--- config.mk ---
export PLATFORM = sky130hd
export DESIGN_NAME = bpred_update_ctrl_flat
export DESIGN_NICKNAME = d
export VERILOG_FILES = /design/src/rtl/bpred_update_ctrl_if.sv /design/src/rtl/bpred_update_ctrl.sv /design/src/flat_wrapper.sv
export SDC_FILE = /design/constraint.sdc
export NUM_CORES = 1
export LEC_CHECK = 0
export BUFFER_PORTS_ARGS = -buffer_cell sky130_fd_sc_hd__buf_2
export CAP_MARGIN = 5
export CORE_MARGIN = 2
export CORE_UTILIZATION = 45
export DETAILED_ROUTE_END_ITERATION = 12
export MAX_ROUTING_LAYER = met4
export SETUP_SLACK_MARGIN = 0.4
export SLEW_MARGIN = 20
export SYNTH_ARGS = -nofsm -noshare
export SYNTH_HDL_FRONTEND = slang
export SYNTH_SLANG_ARGS = --single-unit
--- constraint.sdc ---
create_clock -name Clk -period 8.15 [get_ports Clk]
set_input_delay 1.2225 -clock Clk [delete_from_list [all_inputs] [get_ports Clk]]
set_output_delay 1.2225 -clock Clk [all_outputs]
set_load 0.02 [all_outputs]
--- src/rtl/bpred_update_ctrl_if.sv ---
// Resolution, flush and prediction-cache write signals of the branch-predictor
// update controller, bundled so the execute side and the controller share one port.
interface bpred_update_ctrl_if;
    logic        Res_Valid;
    logic        Res_Ready;
    logic [31:0] Res_PC;
    logic [31:0] Res_Target;
    logic        Res_Taken;
    logic        Res_Hit;
    logic [1:0]  Res_OldCB;
    logic        Flush_Req;
    logic        WE;
    logic [31:0] WAddr;
    logic [31:0] WData;
    logic [1:0]  WCB;
    logic        Sweep_Busy;
    logic        Sweep_Done;

    // Execute stage / flush source side.
    modport master (
        output Res_Valid, Res_PC, Res_Target, Res_Taken, Res_Hit, Res_OldCB, Flush_Req,
        input  Res_Ready, WE, WAddr, WData, WCB, Sweep_Busy, Sweep_Done
    );

    // Update controller side.
    modport slave (
        input  Res_Valid, Res_PC, Res_Target, Res_Taken, Res_Hit, Res_OldCB, Flush_Req,
        output Res_Ready, WE, WAddr, WData, WCB, Sweep_Busy, Sweep_Done
    );
endinterface

--- src/rtl/bpred_update_ctrl.sv ---
// Branch-predictor update controller: queues resolved-branch updates for the
// prediction cache and runs flush sweeps that clear every cache line.
module bpred_update_ctrl #(
    parameter int FIFO_DEPTH  = 4,
    parameter int SWEEP_LINES = 128
) (
    input  logic               Clk,
    input  logic               Rst,
    bpred_update_ctrl_if.slave bus
);
    localparam int PTR_W  = $clog2(FIFO_DEPTH);
    localparam int CNT_W  = $clog2(FIFO_DEPTH + 1);
    localparam int LINE_W = (SWEEP_LINES > 1) ? $clog2(SWEEP_LINES) : 1;
    localparam logic [CNT_W-1:0]  FULL_CNT  = CNT_W'(FIFO_DEPTH);
    localparam logic [LINE_W-1:0] LAST_LINE = LINE_W'(SWEEP_LINES - 1);

    typedef enum logic {
        IDLE  = 1'b0,
        SWEEP = 1'b1
    } state_e;

    typedef struct packed {
        logic [31:0] pc;
        logic [31:0] target;
        logic [1:0]  cb;
    } entry_t;

    state_e             state_q,      state_d;
    logic [LINE_W-1:0]  line_q,       line_d;
    logic               sweep_done_q, sweep_done_d;
    logic [PTR_W-1:0]   rd_ptr_q,     rd_ptr_d;
    logic [PTR_W-1:0]   wr_ptr_q,     wr_ptr_d;
    logic [CNT_W-1:0]   count_q,      count_d;
    entry_t             fifo_q [FIFO_DEPTH];

    logic               fifo_full;
    logic               fifo_empty;
    logic               accept;
    logic               drop;
    logic               push;
    logic               pop;
    logic [1:0]         new_cb;
    entry_t             head;
    entry_t             push_entry;

    assign fifo_full  = (count_q == FULL_CNT);
    assign fifo_empty = (count_q == '0);
    assign head       = fifo_q[rd_ptr_q];

    // Ready depends only on registered occupancy, so a full queue refuses a
    // push even in a cycle where the head is being drained.
    assign bus.Res_Ready  = !fifo_full;
    assign bus.Sweep_Busy = (state_q == SWEEP);
    assign bus.Sweep_Done = sweep_done_q;

    // NOTE: every signal written in an always_comb gets a default first, so no
    // path through the block leaves it unassigned and infers a latch.
    always_comb begin
        new_cb = bus.Res_Taken ? 2'b10 : 2'b01;
        if (bus.Res_Hit) begin
            if (bus.Res_Taken) begin
                new_cb = (bus.Res_OldCB == 2'b11) ? 2'b11 : bus.Res_OldCB + 2'd1;
            end else begin
                new_cb = (bus.Res_OldCB == 2'b00) ? 2'b00 : bus.Res_OldCB - 2'd1;
            end
        end
    end

    // A hit whose counter would not move carries no new information.
    always_comb begin
        accept     = bus.Res_Valid && !fifo_full && !bus.Flush_Req;
        drop       = bus.Res_Hit && (new_cb == bus.Res_OldCB);
        push       = accept && !drop;
        pop        = (state_q == IDLE) && !fifo_empty && !bus.Flush_Req;
        push_entry = '{pc: bus.Res_PC, target: bus.Res_Target, cb: new_cb};
    end

    always_comb begin
        rd_ptr_d = rd_ptr_q;
        wr_ptr_d = wr_ptr_q;
        count_d  = count_q;
        if (bus.Flush_Req) begin
            rd_ptr_d = '0;
            wr_ptr_d = '0;
            count_d  = '0;
        end else begin
            if (push) wr_ptr_d = wr_ptr_q + PTR_W'(1);
            if (pop)  rd_ptr_d = rd_ptr_q + PTR_W'(1);
            if (push && !pop) begin
                count_d = count_q + CNT_W'(1);
            end else if (pop && !push) begin
                count_d = count_q - CNT_W'(1);
            end
        end
    end

    always_comb begin
        state_d      = state_q;
        line_d       = line_q;
        sweep_done_d = 1'b0;
        bus.WE       = 1'b0;
        bus.WAddr    = '0;
        bus.WData    = '0;
        bus.WCB      = 2'b00;

        unique case (state_q)
            IDLE: begin
                if (!fifo_empty) begin
                    bus.WE    = 1'b1;
                    bus.WAddr = head.pc;
                    bus.WData = head.target;
                    bus.WCB   = head.cb;
                end
            end
            SWEEP: begin
                bus.WE    = 1'b1;
                bus.WAddr = 32'(line_q);
                if (line_q == LAST_LINE) begin
                    state_d      = IDLE;
                    sweep_done_d = 1'b1;
                end else begin
                    line_d = line_q + LINE_W'(1);
                end
            end
        endcase

        // A flush restarts the sweep from line 0 and cancels any pending done pulse.
        if (bus.Flush_Req) begin
            state_d      = SWEEP;
            line_d       = '0;
            sweep_done_d = 1'b0;
        end
    end

    // NOTE: sequential state uses non-blocking assignments so every flop
    // samples its _d value from before the edge, independent of block order.
    always_ff @(posedge Clk) begin
        if (Rst) begin
            state_q      <= IDLE;
            line_q       <= '0;
            sweep_done_q <= 1'b0;
            rd_ptr_q     <= '0;
            wr_ptr_q     <= '0;
            count_q      <= '0;
        end else begin
            state_q      <= state_d;
            line_q       <= line_d;
            sweep_done_q <= sweep_done_d;
            rd_ptr_q     <= rd_ptr_d;
            wr_ptr_q     <= wr_ptr_d;
            count_q      <= count_d;
        end
    end

    // NOTE: queue storage is not reset; the occupancy count alone decides
    // which entries are live, so stale contents are never observed.
    always_ff @(posedge Clk) begin
        if (push && !Rst) begin
            fifo_q[wr_ptr_q] <= push_entry;
        end
    end
endmodule

--- src/flat_wrapper.sv ---
// flat-port wrapper written by rule: the top's interface ports become plain ports
module bpred_update_ctrl_flat 
#(
    parameter int FIFO_DEPTH  = 4,
    parameter int SWEEP_LINES = 128
)
  (Clk, Rst, bus_Res_Valid, bus_Res_PC, bus_Res_Target, bus_Res_Taken, bus_Res_Hit, bus_Res_OldCB, bus_Flush_Req, bus_Res_Ready, bus_WE, bus_WAddr, bus_WData, bus_WCB, bus_Sweep_Busy, bus_Sweep_Done);
  bpred_update_ctrl_if bus_i ();
  input  logic Clk;
  input  logic Rst;
  input wire logic [$bits(bus_i.Res_Valid)-1:0] bus_Res_Valid;
  input wire logic [$bits(bus_i.Res_PC)-1:0] bus_Res_PC;
  input wire logic [$bits(bus_i.Res_Target)-1:0] bus_Res_Target;
  input wire logic [$bits(bus_i.Res_Taken)-1:0] bus_Res_Taken;
  input wire logic [$bits(bus_i.Res_Hit)-1:0] bus_Res_Hit;
  input wire logic [$bits(bus_i.Res_OldCB)-1:0] bus_Res_OldCB;
  input wire logic [$bits(bus_i.Flush_Req)-1:0] bus_Flush_Req;
  output wire logic [$bits(bus_i.Res_Ready)-1:0] bus_Res_Ready;
  output wire logic [$bits(bus_i.WE)-1:0] bus_WE;
  output wire logic [$bits(bus_i.WAddr)-1:0] bus_WAddr;
  output wire logic [$bits(bus_i.WData)-1:0] bus_WData;
  output wire logic [$bits(bus_i.WCB)-1:0] bus_WCB;
  output wire logic [$bits(bus_i.Sweep_Busy)-1:0] bus_Sweep_Busy;
  output wire logic [$bits(bus_i.Sweep_Done)-1:0] bus_Sweep_Done;
  assign bus_i.Res_Valid = bus_Res_Valid;
  assign bus_i.Res_PC = bus_Res_PC;
  assign bus_i.Res_Target = bus_Res_Target;
  assign bus_i.Res_Taken = bus_Res_Taken;
  assign bus_i.Res_Hit = bus_Res_Hit;
  assign bus_i.Res_OldCB = bus_Res_OldCB;
  assign bus_i.Flush_Req = bus_Flush_Req;
  assign bus_Res_Ready = bus_i.Res_Ready;
  assign bus_WE = bus_i.WE;
  assign bus_WAddr = bus_i.WAddr;
  assign bus_WData = bus_i.WData;
  assign bus_WCB = bus_i.WCB;
  assign bus_Sweep_Busy = bus_i.Sweep_Busy;
  assign bus_Sweep_Done = bus_i.Sweep_Done;
  bpred_update_ctrl #(.FIFO_DEPTH(FIFO_DEPTH), .SWEEP_LINES(SWEEP_LINES)) u_core (.Clk(Clk), .Rst(Rst), .bus(bus_i));
endmodule
==> flow_metrics.tcl, run 1 <==
set metrics [dict create \
    hold_slack_ns 0.480 \
    run_status "finished clean" \
    layout-drive-gt1-share_pct 38.4 \
    crit_required_ns 6.93 \
    clk_latency_ns 0.53 \
    setup_viol 0 \
    fin_crit_ns 4.21 \
    vias_per_cell 5.36 \
    cp_slowest_cell "buf_4" \
    syn-num-nets 603 \
    holdCritPathClass "reg2reg" \
    slew-limit-headroom_pct 31.4 \
    hold_viol_final 0 \
    period_share_pct 51.7 \
    ys_warn_count 0 \
    post_synth_num_cell_types 38 \
    cp-start-kind "register" \
    place.gp.congestion 0.774 \
    ios 142 \
    tns_ns 0 \
    postLayoutCoreUtil_pct 53.5 \
    synth_edf_count 264 \
    grt_pass1_wl_mm 33.0 \
    cts-root-buf "clkbuf_16" \
    arrival_ns 2.99 \
    cts_resized 0 \
    drt-initial-drc-count 363 \
    path_class "reg2out" \
    critical-path-top-delay-family "buffers and inverters" \
    layout_common_cells "edfxtp_1, buf_2, mux4_2, and2_1, clkbuf_16" \
    cp_max_fo 46 \
    final_max_slew_viol_count 0 \
    antenna_found_initial 3 \
    die_x_um 160 \
    finalNetCount 759 \
    num_rows 57 \
    vias 5512 \
    final_common_cell "edfxtp_1" \
    postCtsSetupBuffers 0 \
    clkTransAtPathRegs_ns 0.06 \
    drc 0 \
    track_usage_pct 17.3 \
    clock-skew-final_ns 0.0122 \
    vdd_drop_max_v 0.000187 \
    cp_cell_sequence "buf_4 -> mux4_2 -> a22o_1 -> buf_2" \
    async_reset_ff_share_pct 0 \
    hpwl_mm 12.6 \
    portBuffers 141 \
    initial_core_util_pct 45.3 \
    dieArea_um2 25500 \
    drt_first_pass_iters 5 \
    worstMarginPinSlew_ns 1.03 \
    numClockSinks 282 \
    avgSynthCellArea_um2 20.9 \
    rsz0062_at_grt "false" \
    htreeDepth 1 \
    synthesis.area_um2 10900 \
    fmax_mhz 238 \
    wl_per_cell_um 20.6 \
    clk_path_buf_depth 3 \
    hold_buffers 0 \
    yosysSeqAreaShare_pct 75.9 \
    grt_pass1_vias 5927 \
    crit_path_end_kind "primary output" \
    maxCapViolations 0 \
    power.density_nw_per_um2 232 \
    max_stage_delay_ns 0.83 \
    tritoncts "yes" \
    place_area_um2 12000 \
    synthFlopType "edfxtp_1" \
    netlist_instances 524 \
    power_leakage_nw 4.42 \
    synthToLayoutAreaGrowth_pct 18.0 \
    grt_max_degree 67 \
    core-area_um2 24100 \
    drt-total-wl_mm 21.1 \
    overflow 0 \
    finalInstanceArea_um2 12900 \
    die_h_um 160 \
    final_antenna_net_count 0 \
    ys_ff_latch 282 \
    critPathBufInv 2 \
    numCtsBuffers 28 \
]
final cells by class:
type | count | area [um2]
flip-flops and latches | 282 | 8300
clock buffers | 33 | 741
clock inverters | 18 | 134
inverters | 7 | 26.3
repair buffers | 151 | 781
diodes | 3 | 7.51
fillers | 1989 | 11200
multi-input cells | 210 | 2500
well taps | 324 | 405
per-stage QoR:
| step | setup WS, ns | cells | total power, mW |
|---|---|---|---|
| CTS | 3.79 | 1025 | 3.02 |
| finish | 3.94 | 1028 | 2.99 |
| floorplan | 1.14 | 524 | 1.74 |
| global placement | 4.33 | 974 | 1.81 |
| global route | 3.66 | 1028 | 3.09 |
| detailed placement | 4.35 | 974 | 1.82 |
cell usage after synthesis (all sizes together), types with 2 or more instances:
library cell  count  area (um2)
buf              13        96.3
inv               7        26.3
nand2            10        37.5
nor2              5        18.8
nor3b             4        30.0
a21oi             9        45.0
dfxtp            18         360
a22o              7        61.3
mux2i             6        60.1
ha                6        75.1
o2111a            2        22.5
and2             59         369
mux4             66        1490
clkbuf           12        45.0
o21a              2        15.0
and3              3        18.8
o21ai             6        30.0
or3               5        31.3
nor3              3        20.0
edfxtp          264        7930
nand4             3        25.0
xor2              2        17.5
sequential cells by signal, indices dropped and copies added, names as in the netlist, named ones only:
register	flops
u_core.fifo_q	264
u_core.bus.Sweep_Done	1
u_core.wr_ptr_q	2
u_core.rd_ptr_q	2
u_core.line_q	7
u_core.bus.Sweep_Busy	1
u_core.count_q	3
report_power, final:
part / internal (mW) / switching (mW) / leakage [nW]
logic: 0.0707 / 0.105 / 1.46
registers: 1.60 / 0.00995 / 2.53
clock network: 0.707 / 0.496 / 0.433
total: 2.38 / 0.611 / 4.42
tightest hold or removal path: cells and delay by family, from the launching register on:
| family | cells | cell delay, ns |
|---|---|---|
| flops | 1 | 0.31 |
| compound gates | 2 | 0.13 |
logic make-up (layout without fill, tap and decap cells):
kind of cell	after synthesis	in the layout	share of synthesized area, %
buffers and inverters	32	209	1.53
AOI/OAI and AO/OA	30	30	1.90
muxes	72	72	14.2
DFF	282	282	75.9
other	0	3	0
and+or+nand+nor	99	99	5.53
xor gates and xnor gates	2	2	0.160
adders and majority gates	7	7	0.870
per-layer routing:
layer | wire, um | share of wire (%) | track usage (%) | vias to the layer above
met5 | 0 | 0 | - | -
met4 | 414 | 2.0 | 3.89 | 0
met3 | 1220 | 5.8 | 3.19 | 30
met2 | 10600 | 50 | 28.7 | 173
met1 | 8910 | 42 | 22.5 | 2859
li1 | - | - | - | 2450
worst paths after layout:
check / startpoint / cells after the start / to / slack, ns
worst max-delay path: register / 4 / bus_WAddr[5] / 3.94
worst min-delay path: u_core.rd_ptr_q[1] / 2 / register / 0.48
worst max register to register: u_core.count_q[0] / 9 / u_core.count_q[2] / 5.66
worst min register to register: u_core.rd_ptr_q[1] / 2 / register / 0.48
No activity file was read; power rests on OpenSTA's default activity.
==> run 2: changes to the inputs <==
--- a/config.mk
+++ b/config.mk
@@ -5,12 +5,14 @@
 export SDC_FILE = /design/constraint.sdc
 export NUM_CORES = 1
 export LEC_CHECK = 0
+export ABC_AREA = 1
 export BUFFER_PORTS_ARGS = -buffer_cell sky130_fd_sc_hd__buf_2
 export CAP_MARGIN = 5
 export CORE_MARGIN = 2
 export CORE_UTILIZATION = 45
 export DETAILED_ROUTE_END_ITERATION = 12
 export MAX_ROUTING_LAYER = met4
+export PLACE_DENSITY = 0.67
 export SETUP_SLACK_MARGIN = 0.4
 export SLEW_MARGIN = 20
 export SYNTH_ARGS = -nofsm -noshare
==> constraint.sdc (replaced) <==
create_clock -name Clk -period 3.8 [get_ports Clk]
set_input_delay 0.57 -clock Clk [delete_from_list [all_inputs] [get_ports Clk]]
set_output_delay 0.57 -clock Clk [all_outputs]
set_load 0.02 [all_outputs]
==> run 2 against run 1 <==
  * Power up 110%
  * Non-clock buffer count up 3
  * Synthesized area up 2.8%
  * Worst setup slack worse by 3.3 ns
  * Worst hold slack worse by 0.24 ns
  * Core utilization up 0.12 points
  * Die area up 2.7%
  * Sequential power up 110%
  * Sequential share of layout area down 0.91 points
  * Critical path type unchanged
  * Highest routed layer unchanged
==> flow_metrics.tcl, run 2 <==
set metrics [dict create \
    run_status "finished clean" \
    post_synth_num_cell_types 27 \
    final_max_slew_viol_count 0 \
    grt_pass1_wl_mm 37.8 \
    critical-path-top-delay-family "buffers and inverters" \
    wl_met3_mm 1.32 \
    wl_met2_mm 11.5 \
    ff_latch_area_um2 8290 \
    clk_latency_ns 0.53 \
    numClockSinks 282 \
    yosysTopAreaCell "edfxtp_1" \
    setup_viol 0 \
    critPathBufInv 3 \
    path_class "reg2out" \
    portBuffers 141 \
    yosysSeqAreaShare_pct 73.8 \
    cp_cell_sequence "inv_4 -> buf_4 -> o21ai_0 -> o22ai_1 -> nand2_1 -> nand2_1 -> buf_2" \
    path_depth 7 \
    die_h_um 162 \
    drt-initial-drc-count 614 \
    vias_per_cell 5.16 \
    worstMarginPinSlew_ns 0.836 \
    synthToLayoutAreaGrowth_pct 16.4 \
    hold_buffers 0 \
    drt-total-wl_mm 24.3 \
    layout-drive-gt1-share_pct 18.3 \
    cp_slowest_cell "dfxtp_4" \
    antenna_found_initial 4 \
    clock-skew-final_ns 0.0126 \
    clk_path_buf_depth 3 \
    arrival_ns 2.62 \
    reg2reg_from "u_core.count_q[0]" \
    grt_pass1_vias 7131 \
    tritoncts "yes" \
    synth_edf_count 264 \
    htreeDepth 1 \
    tns_ns 0 \
    numCtsBuffers 28 \
    final_antenna_net_count 0 \
    track_usage_pct 18.9 \
    core-area_um2 24400 \
    crit_required_ns 3.23 \
    vdd_drop_max_v 0.000350 \
    overflow 0 \
    worst_path_most_repeated_cell "nand2_1" \
    synthFlopType "edfxtp_1" \
    synth_top_area_share_pct 70.6 \
    place.gp.congestion 0.782 \
    fmax_mhz 313 \
    num_rows 57 \
    multiInputGateArea_um2 2570 \
    postCtsSetupBuffers 0 \
    rsz0062_at_grt "false" \
    dieArea_um2 26200 \
    period_share_pct 84.0 \
    numPlacedInstances 1360 \
    endpoint "bus_WAddr[0]" \
    cts_resized 0 \
    async_reset_ff_share_pct 0 \
    ios 142 \
    postLayoutCoreUtil_pct 53.6 \
    initial_core_util_pct 46.1 \
    rrSetupSlack_ns 1.33 \
    netlist_instances 932 \
    die_x_um 162 \
    syn-num-nets 1011 \
    hold_viol_final 0 \
    fin_crit_ns 3.19 \
    place_area_um2 12200 \
    max_stage_delay_ns 0.75 \
    clkTransAtPathRegs_ns 0.06 \
    worstRegToRegCells 5 \
    hpwl_mm 14.5 \
    vias 7296 \
    final_common_cell "nor2_1" \
    stdcell_count 1413 \
    holdCritPathClass "in2reg" \
    finalNetCount 1145 \
    layout_common_cells "nor2_1, edfxtp_1, buf_2, o21ai_0, a21oi_1" \
    drt_first_pass_iters 5 \
    power.density_nw_per_um2 483 \
    highest_layer "met4" \
    synthesis.area_um2 11200 \
    r2r_end "u_core.fifo_q[2][42]" \
    power_leakage_nw 4.76 \
    cp-start-kind "register" \
    yosysMostFrequentCell "nor2_1" \
    ys_warn_count 0 \
    max_flop_register "u_core.fifo_q" \
    yosys-top-cells-area "edfxtp_1, nor2_1, o21ai_0" \
    largest_registers "u_core.fifo_q: 264 flops, u_core.line_q: 7 flops, u_core.count_q: 3 flops" \
    cts-root-buf "clkbuf_16" \
    crit_path_end_kind "primary output" \
    avgSynthCellArea_um2 12.1 \
    largest_reg_flops 264 \
    ys_ff_latch 282 \
    nFillCells 2096 \
    synthTopCellsByCount "nor2_1, edfxtp_1, o21ai_0" \
    slew-limit-headroom_pct 43.7 \
    finalInstanceArea_um2 13100 \
    maxCapViolations 0 \
    drc 0 \
    wl_per_cell_um 17.2 \
    cp_max_fo 55 \
    wl_met1_mm 11.0 \
    grt_max_degree 83 \
]
-- run 2: cell types whose count changed after synthesis, moves of 55 or more --
cell     before  now
a21oi_1       9   75
nand2_1      10   65
o21ai_0       6   82
and2_1       59    1
nor2_1        5  270
mux4_2       66    0
-- run 2: routing by layer --
layer | global-route usage [%] | vias up
li1 | - | 3540
met1 | 25.5 | 3510
met2 | 30.3 | 207
met3 | 2.96 | 39
met4 | 4.99 | 0
met5 | - | -
-- run 2: cell families (layout without fill, tap and decap cells) --
kind of cell | Yosys count | in the layout | share of synthesized area, %
xor gates and xnor gates | 2 | 2 | 0.156
and+or+nand+nor | 355 | 355 | 12.2
DFF | 282 | 282 | 73.8
other | 0 | 4 | 0
adders and majority gates | 7 | 7 | 0.847
buffers and inverters | 75 | 228 | 3.58
AOI/OAI and AO/OA | 211 | 211 | 9.48
-- run 2: how the worst min path moves through the flow --
stage               slack [ns]  cells past startpoint                    end        startpoint
global route              0.23                      2  u_core.bus.Sweep_Busy               Rst
finish                    0.24                      2  u_core.bus.Sweep_Busy               Rst
CTS                       0.22                      2  u_core.bus.Sweep_Busy               Rst
detailed placement        0.50                      2       u_core.line_q[6]  u_core.line_q[6]
floorplan                 0.46                      2       u_core.line_q[6]  u_core.line_q[6]
global placement          0.48                      2       u_core.line_q[6]  u_core.line_q[6]
-- run 2: stage by stage --
stage	setup slack, ns	hold WS, ns	power (mW)
floorplan	-0.602	0.463	3.71
global placement	1.03	0.480	3.86
detailed placement	1.01	0.496	3.87
CTS	0.596	0.220	6.37
global route	0.454	0.235	6.53
finish	0.607	0.244	6.32
-- run 2: power breakdown --
| part | switching, mW | internal (mW) |
|---|---|---|
| Clock | 1.07 | 1.45 |
| Combinational | 0.252 | 0.106 |
| Sequential | 0.0165 | 3.43 |
-- run 2: cell type report --
| class | count | share of cell area, % |
|---|---|---|
| inverter | 25 | 0.747 |
| tap | 324 | 3.10 |
| timing repair buffer | 154 | 6.53 |
| sequential | 282 | 63.5 |
| multi-input combinational | 575 | 19.7 |
| clock buffer | 35 | 5.72 |
| antenna | 4 | 0.0766 |
| clock inverter | 14 | 0.670 |
==> run 3: changes to the inputs <==
--- a/config.mk
+++ b/config.mk
@@ -12,7 +12,6 @@
 export CORE_UTILIZATION = 45
 export DETAILED_ROUTE_END_ITERATION = 12
 export MAX_ROUTING_LAYER = met4
-export PLACE_DENSITY = 0.67
 export SETUP_SLACK_MARGIN = 0.4
 export SLEW_MARGIN = 20
 export SYNTH_ARGS = -nofsm -noshare
==> constraint.sdc (replaced) <==
create_clock -name Clk -period 3.3 [get_ports Clk]
set_input_delay 0.495 -clock Clk [delete_from_list [all_inputs] [get_ports Clk]]
set_output_delay 0.495 -clock Clk [all_outputs]
set_load 0.02 [all_outputs]
==> run 3 against run 2 <==
  * First-iteration DRC count decreased by 14%
  * Via count decreased by 0.53%
  * Final cell count decreased by 0.14%
  * Power increased by 16%
  * Non-clock buffer count increased by 3
  * Design area increased by 0.34%
==> flow_metrics.tcl, run 3 (synthesized netlist as in run 2, its figures left out) <==
set metrics [dict create \
    max_flop_register "u_core.fifo_q" \
    die_h_um 162 \
    setup_viol 0 \
    hpwl_mm 14.2 \
    place_area_um2 12200 \
    final_antenna_net_count 0 \
    path_class "reg2out" \
    final_max_slew_viol_count 0 \
    arrival_ns 2.30 \
    htreeDepth 1 \
    rrSetupSlack_ns 0.96 \
    ios 142 \
    clk_path_buf_depth 3 \
    whs_endpoint "u_core.bus.Sweep_Busy" \
    clock-skew-final_ns 0.00777 \
    cp-start-kind "register" \
    place.gp.congestion 0.782 \
    portBuffers 141 \
    vias 7257 \
    hold_buffers 0 \
    core-area_um2 24400 \
    rsz0062_at_grt "false" \
    postCtsSetupBuffers 0 \
    final_common_cell "nor2_1" \
    crit_required_ns 2.80 \
    largest_reg_flops 264 \
    hold_depth 2 \
    antenna_found_initial 1 \
    period_share_pct 84.8 \
    cp_cell_sequence "buf_16 -> nor2_1 -> nor2_1 -> o21ai_0 -> a21oi_1 -> buf_2" \
    reg2reg_from "u_core.count_q[0]" \
    worstMarginPinSlew_ns 0.699 \
    layout-drive-gt1-share_pct 18.8 \
    max_stage_delay_ns 0.39 \
    initial_core_util_pct 46.1 \
    timing.hold.worst.start "Rst" \
    clk_latency_ns 0.53 \
    drt-initial-drc-count 527 \
    fmax_mhz 357 \
    grt_max_degree 133 \
    grt_pass1_wl_mm 37.2 \
    r2r_end "u_core.fifo_q[0][13]" \
    tritoncts "yes" \
    maxCapViolations 0 \
    power.density_nw_per_um2 560 \
    worstRegToRegCells 5 \
    cp_max_fo 132 \
    hold_viol_final 0 \
    drc 0 \
    layout_common_cells "nor2_1, edfxtp_1, buf_2, o21ai_0, a21oi_1" \
    numClockSinks 282 \
    run_status "finished clean" \
    dieArea_um2 26200 \
    drt-total-wl_mm 24.2 \
    wl_per_cell_um 17.1 \
    holdCritPathClass "in2reg" \
    critPathBufInv 2 \
    fin_crit_ns 2.80 \
    numCtsBuffers 29 \
    num_rows 57 \
    largest_registers "u_core.fifo_q: 264 flops, u_core.line_q: 7 flops, u_core.count_q: 3 flops" \
    vdd_drop_max_v 0.000443 \
    drt_first_pass_iters 4 \
    vias_per_cell 5.14 \
    power_leakage_nw 4.79 \
    cts-root-buf "clkbuf_16" \
    path_depth 6 \
    slew-limit-headroom_pct 52.9 \
    cp_slowest_cell "dfxtp_4" \
    finalNetCount 1149 \
    overflow 0 \
    finalInstanceArea_um2 13100 \
    clkTransAtPathRegs_ns 0.06 \
    critical-path-top-delay-family "buffers and inverters" \
    tns_ns 0 \
    worst_path_most_repeated_cell "nor2_1" \
    synthToLayoutAreaGrowth_pct 16.8 \
    grt_pass1_vias 6883 \
    track_usage_pct 18.7 \
    die_x_um 162 \
    crit_path_end_kind "primary output" \
]
-- run 3: cell count changes in the layout (fill, tap and decap cells not counted), sizes merged --
| cell | previous run | this run |
|---|---|---|
| clkinv | 14 | 7 |
| clkbuf | 35 | 40 |
| buf | 154 | 157 |
| diode | 4 | 1 |
-- run 3: power breakdown --
part	internal [mW]	switching [mW]	leakage (nW)
Sequential	3.95	0.0149	2.53
Clock	1.72	1.24	0.415
Combinational	0.126	0.292	1.85
Total	5.79	1.55	4.79
-- run 3: worst max path at each step --
stage / from / slack (ns) / endpoint
final: register / 0.50 / bus_WData[6]
after global routing: register / 0.42 / bus_WAddr[17]
after CTS: register / 0.40 / bus_WAddr[23]
after detailed placement: bus_Flush_Req / 0.71 / u_core.fifo_q[3][17]
after global placement: bus_Flush_Req / 0.73 / u_core.fifo_q[3][13]
after floorplan: bus_Flush_Req / 0.009 / u_core.fifo_q[0][0]
-- run 3: area by class of cell --
type                    count  area [um2]
repair buffers            157         891
clock buffers              40         787
flip-flops and latches    282        8290
multi-input cells         575        2570
fillers                  2138       11300
inverters                  25         103
well taps                 324         405
diodes                      1        2.50
clock inverters             7        57.6
-- run 3: per-stage QoR --
step                      hold WS [ns]  total power [mW]  util (%)  setup slack, ns  instances
after floorplan                  0.463              4.27         -          0.00931        932
after global placement           0.483              4.45      50.2            0.730       1363
after detailed placement         0.497              4.46      50.2            0.706       1363
after CTS                        0.146              7.40      53.7            0.397       1410
after global routing             0.153              7.60      53.8            0.420       1411
final                            0.165              7.34      53.8            0.500       1411
-- run 3: timing repair --
action	CTS	global route
setup endpoints to repair	1	37
endpoints found under the hold margin	0	0
gates resized for setup	0	6
-- run 3: metal layers --
metal	vias up	global-route usage (%)	part of all wire, %
met5	-	-	0
met4	0	4.51	2.0
met3	37	3.01	5.3
met2	180	30.5	48
met1	3502	24.9	45
li1	3538	-	-
